$ cat src/rtl/adder_serial_ctrl.sv
// adder_serial_ctrl
//   Sequencer for a bit-serial adder. It takes a WIDTH-bit operand pair plus a
//   carry-in over a valid/ready handshake. It presents one bit per step to the
//   adder, LSB first. Each bit is held for ADDER_LAT cycles, and the adder's
//   carry-out is returned as the carry-in of the next bit. The sum bits are
//   assembled into a parallel result that a valid/ready consumer picks up.
//
//   Optional feature macro: ADDER_CTRL_SUB_EN
//     Adds the in_sub port. When in_sub is 1 at accept, the adder is fed
//     A + ~B + 1 (A - B), and out_cout=1 means no borrow.
//
// Ports
//   clk        : clock, rising edge
//   p_reset    : asynchronous active-high reset
//   in_valid   : operand request
//   in_ready   : idle and accepting
//   in_a, in_b : operands (WIDTH bits)
//   in_cin     : carry-in
//   in_sub     : subtract request (ADDER_CTRL_SUB_EN only)
//   add_ai     : adder Ai
//   add_bi     : adder Bi
//   add_ci     : adder Ci
//   add_f      : adder sum bit f
//   add_co     : adder carry co
//   out_valid  : result available
//   out_ready  : consumer accepts result
//   out_sum    : assembled sum
//   out_cout   : final carry-out
//   busy       : high while running or holding a result
//
// States
//   IDLE | waiting for a request, in_ready=1
//   RUN  | presenting operand bits to the adder, one bit per ADDER_LAT cycles
//   DONE | result held, out_valid=1 until out_ready

module adder_serial_ctrl #(
  parameter int WIDTH     = 32,
  parameter int ADDER_LAT = 1
) (
  input  logic             clk,
  input  logic             p_reset,
  input  logic             in_valid,
  output logic             in_ready,
  input  logic [WIDTH-1:0] in_a,
  input  logic [WIDTH-1:0] in_b,
  input  logic             in_cin,
`ifdef ADDER_CTRL_SUB_EN
  input  logic             in_sub,
`endif
  output logic             add_ai,
  output logic             add_bi,
  output logic             add_ci,
  input  logic             add_f,
  input  logic             add_co,
  output logic             out_valid,
  input  logic             out_ready,
  output logic [WIDTH-1:0] out_sum,
  output logic             out_cout,
  output logic             busy
);

  localparam int BIT_W  = (WIDTH > 1) ? $clog2(WIDTH) : 1;
  localparam int STEP_W = (ADDER_LAT > 1) ? $clog2(ADDER_LAT) : 1;
  localparam logic [BIT_W-1:0]  LAST_BIT  = BIT_W'(WIDTH - 1);
  localparam logic [STEP_W-1:0] LAST_STEP = STEP_W'(ADDER_LAT - 1);

  typedef enum logic [1:0] {
    IDLE = 2'd0,
    RUN  = 2'd1,
    DONE = 2'd2
  } state_t;

  state_t state, state_nxt;

  logic [WIDTH-1:0]  a_reg;
  logic [WIDTH-1:0]  b_reg;
  logic              carry_reg;
  logic [BIT_W-1:0]  bit_cnt;
  logic [STEP_W-1:0] step_cnt;

  logic accept;
  logic capture;
  logic last_bit;

  assign last_bit = (bit_cnt == LAST_BIT);

  always_ff @(posedge clk or posedge p_reset) begin
    if (p_reset) begin
      state <= IDLE;
    end else begin
      state <= state_nxt;
    end
  end

  // Handshake outputs and adder drives depend only on state and registers.
  // No input reaches them combinationally.
  always_comb begin
    state_nxt = state;
    in_ready  = 1'b0;
    out_valid = 1'b0;
    busy      = 1'b0;
    accept    = 1'b0;
    capture   = 1'b0;
    add_ai    = 1'b0;
    add_bi    = 1'b0;
    add_ci    = 1'b0;
    case (state)
      IDLE: begin
        in_ready = 1'b1;
        if (in_valid) begin
          accept    = 1'b1;
          state_nxt = RUN;
        end
      end
      RUN: begin
        busy   = 1'b1;
        add_ai = a_reg[0];
        add_bi = b_reg[0];
        add_ci = carry_reg;
        if (step_cnt == LAST_STEP) begin
          capture = 1'b1;
          if (last_bit) begin
            state_nxt = DONE;
          end
        end
      end
      DONE: begin
        busy      = 1'b1;
        out_valid = 1'b1;
        if (out_ready) begin
          state_nxt = IDLE;
        end
      end
      default: begin
        state_nxt = IDLE;
      end
    endcase
  end

  always_ff @(posedge clk or posedge p_reset) begin
    if (p_reset) begin
      a_reg     <= '0;
      b_reg     <= '0;
      carry_reg <= 1'b0;
      bit_cnt   <= '0;
      step_cnt  <= '0;
      out_sum   <= '0;
      out_cout  <= 1'b0;
    end else if (accept) begin
      a_reg <= in_a;
`ifdef ADDER_CTRL_SUB_EN
      // Subtraction uses A + ~B + 1, so in_cin has no effect here.
      b_reg     <= in_sub ? ~in_b : in_b;
      carry_reg <= in_sub ? 1'b1 : in_cin;
`else
      b_reg     <= in_b;
      carry_reg <= in_cin;
`endif
      bit_cnt  <= '0;
      step_cnt <= '0;
      out_sum  <= '0;
      out_cout <= 1'b0;
    end else if (state == RUN) begin
      if (capture) begin
        out_sum[bit_cnt] <= add_f;
        carry_reg        <= add_co;
        a_reg            <= a_reg >> 1;
        b_reg            <= b_reg >> 1;
        bit_cnt          <= bit_cnt + 1'b1;
        step_cnt         <= '0;
        if (last_bit) begin
          out_cout <= add_co;
        end
      end else begin
        step_cnt <= step_cnt + 1'b1;
      end
    end
  end

endmodule

$ cat config.mk
export PLATFORM = sky130hd
export DESIGN_NAME = adder_serial_ctrl
export DESIGN_NICKNAME = d
export VERILOG_FILES = /design/src/rtl/adder_serial_ctrl.sv
export SDC_FILE = /design/constraint.sdc
export NUM_CORES = 1
export LEC_CHECK = 0
export ABC_AREA = 1
export BUFFER_PORTS_ARGS = -buffer_cell sky130_fd_sc_hd__buf_2
export CAP_MARGIN = 25
export CELL_PAD_IN_SITES_DETAIL_PLACEMENT = 0
export CELL_PAD_IN_SITES_GLOBAL_PLACEMENT = 2
export CORE_UTILIZATION = 33
export CTS_BUF_LIST = sky130_fd_sc_hd__clkbuf_16
export CTS_CLUSTER_DIAMETER = 100
export DETAILED_ROUTE_END_ITERATION = 6
export GPL_TIMING_DRIVEN = 1
export HOLD_SLACK_MARGIN = 0.02
export PLACE_DENSITY = 0.84
export SYNTH_ARGS = -nofsm -noshare
export SYNTH_HDL_FRONTEND = slang
export SYNTH_SLANG_ARGS = --single-unit
$ cat constraint.sdc
create_clock -name clk -period 6.6 [get_ports clk]
set_input_delay 1.32 -clock clk [delete_from_list [all_inputs] [get_ports clk]]
set_output_delay 1.32 -clock clk [all_outputs]
set_load 0.01 [all_outputs]
==> flow_summary.yaml <==
timing:
  timing.slew.headroom_pct: 48.9
  fin_ws_ns: 3.53
  hold_violations: 0
  post-route-period-util_pct: 46.5
  whs_ns: 0.477
  tns_ns: 0
  slew_viol_final: 0
  setup_viol: 0
  clock_skew_ns: 0.00488
  clock.fmax_mhz: 326
  worst_pin_slew_ns: 0.766
  min_period_ns: 3.07
  rsz0062_at_grt: "no"
drt:
  wl_per_cell_um: 13.1
  dr.pass1.iters: 5
  viasPerCell: 4.55
  detail-route-antenna-nets: 0
  drc: 0
  totalWireLength_um: 12800
  drtIter0Drc: 335
  vias: 4445
clock_tree:
  htreeDepth: 3
  postCtsSetupRepairBufs: 0
  cts_tree: "done"
  insertion_delay_ns: 0.36
  cts_resized: 0
  clk_pin_slew_ns: 0.07
  cts.sinks: 106
  cts_root_buffer: "clkbuf_16"
  cts_made_buffers: 9
  postCtsHoldBufs: 0
  cts_buffer_depth: 2
synthesis:
  syn_nets: 748
  synth_seq_area_share_pct: 51.4
  netlist_instances: 668
  syn_area_sq_mm: 0.00516
  ys_ff_latch: 106
  synth_cell_types: 22
  synth_warnings: 0
  postSynthAreaPerCell_sq_um: 7.73
worst_setup_path:
  reg2reg_setup_slack_ns: 4.02
  critPathKind: "flip-flop to output pin"
  startpoint_type: "flip-flop"
  crit_top_cell: "inv_1"
  r2r-end: "out_sum[21]$_DFFE_PP0P_"
  max_stage_delay_ns: 0.54
  crit_fanout: 10
  reg2reg_from: "state[0]$_DFFE_PP0P_"
  crit_arrival_ns: 1.75
  cp.required_ns: 5.28
  cp-end-kind: "output pin"
  path_cells: "inv_1 -> ha_1 -> nand2_1 -> inv_1 -> buf_2"
  r2r_cells: 8
  slowest_stage: "ha_1"
final_layout:
  fin_util_pct: 40.0
  final_common_cell: "nand2_1"
  diodes: 0
  area_delta_synth_final_pct: 18.2
  design_area_sq_mm: 0.00610
  drive_above_1_share_pct: 18.0
  layout_common_cells: "nand2_1 (255), buf_2 (109), dfrtp_1 (106)"
  nets: 840
floorplanning:
  coreArea_sq_mm: 0.0153
  die_w_um: 127
  start_util_pct: 33.8
  die_h_um: 127
  io_pins: 110
  die_area_sq_mm: 0.0161
  num_rows: 45
min_path:
  hold_path_class: "flip-flop to flip-flop"
  hp-start: "a_reg[27]$_DFFE_PP0P_"
  whs_path_depth: 2
  min_to: "a_reg[26]$_DFFE_PP0P_"
grt:
  grt_pass1_vias: 4406
  grt_pass1_wl_um: 21800
  grt_max_degree: 65
  grt_util_all_layers_pct: 17.1
  antenna_found_initial: 0
  overflow: 0
placed_design:
  dp_worst_setup_slack_ns: 3.32
  dp_hpwl_um: 8450
  port_buffers: 109
  place_congestion: 0.763
  placed_cell_area_sq_mm: 0.00579
power_and_ir_drop:
  p_per_area_mw_per_mm2: 394
  leakage_nw: 3.17
  ir_drop_mv: 0.167
run:
  drv_cap: 0
status:
  status: "complete, no violations"
-- cell families after synthesis --
family	after synthesis	synth area share, %
AND/OR/NAND/NOR	447	36.3
flip-flops	106	51.4
buffers and inverters	85	8.02
AO/OA/AOI/OAI	21	2.13
adder cells (fa/ha/maj)	9	2.18
-- worst max-delay path by stage --
| stage | from | to | slack (ns) | cells past startpoint |
|---|---|---|---|---|
| 3_3_place_gp | in_valid | out_sum[22]$_DFFE_PP0P_ | 3.34 | 7 |
| 4_1_cts | state[1]$_DFFE_PP0P_ | add_ci | 3.51 | 5 |
| 5_1_grt | state[1]$_DFFE_PP0P_ | add_ai | 3.39 | 5 |
| 2_1_floorplan | p_reset | a_reg[0]$_DFFE_PP0P_ | 2.49 | 1 |
| 3_5_place_dp | in_valid | out_sum[25]$_DFFE_PP0P_ | 3.32 | 7 |
| 6_report | state[1]$_DFFE_PP0P_ | add_ai | 3.53 | 5 |
-- cell type report --
| class | instances | area [sq um] |
|---|---|---|
| clock buffer | 9 | 225 |
| clock inverter | 7 | 86.3 |
| fill | 1610 | 9160 |
| inverter | 55 | 216 |
| multi-input combinational | 477 | 2100 |
| sequential | 106 | 2650 |
| tap | 211 | 264 |
| timing repair buffer | 111 | 561 |
-- synth_stat cells (all sizes together) --
| master | number | area [sq um] |
|---|---|---|
| nor2 | 81 | 320 |
| a21oi | 4 | 20.0 |
| o211ai | 2 | 15.0 |
| inv | 54 | 205 |
| buf | 26 | 185 |
| ha | 9 | 113 |
| nor3 | 13 | 65.1 |
| nand4 | 4 | 25.0 |
| nand2 | 259 | 997 |
| clkinv | 1 | 8.76 |
| dfrtp | 106 | 2650 |
| nand3 | 90 | 465 |
| o21ai | 15 | 75.1 |
| clkbuf | 4 | 15.0 |
-- power by group --
part           internal (W)  switching [W]
Combinational      0.000265       0.000583
Sequential         0.000867       0.000113
Clock              0.000329       0.000248
Total               0.00146       0.000943
-- worst max-delay path: cells and delay by family, from the launching register on --
family / cells / cell delay, ns
DFF: 1 / 0.40
adders and majority gates: 1 / 0.54
and+or+nand+nor: 1 / 0.11
buffers and inverters: 3 / 0.34
-- per-layer routing --
layer | GRT usage (%) | wire length [um] | vias up
li1 | - | - | 2262
met1 | 22.9 | 6170 | 2064
met2 | 27.1 | 5820 | 100
met3 | 3.43 | 500 | 19
met4 | 7.28 | 304 | 0
met5 | 0 | 0 | -
-- through the flow --
step,instances,total power [W]
2_1_floorplan,668,0.00169
3_3_place_gp,960,0.00183
3_5_place_dp,960,0.00186
4_1_cts,976,0.00244
5_1_grt,976,0.00262
6_report,976,0.00240
Power figures use the tool's default switching activity.
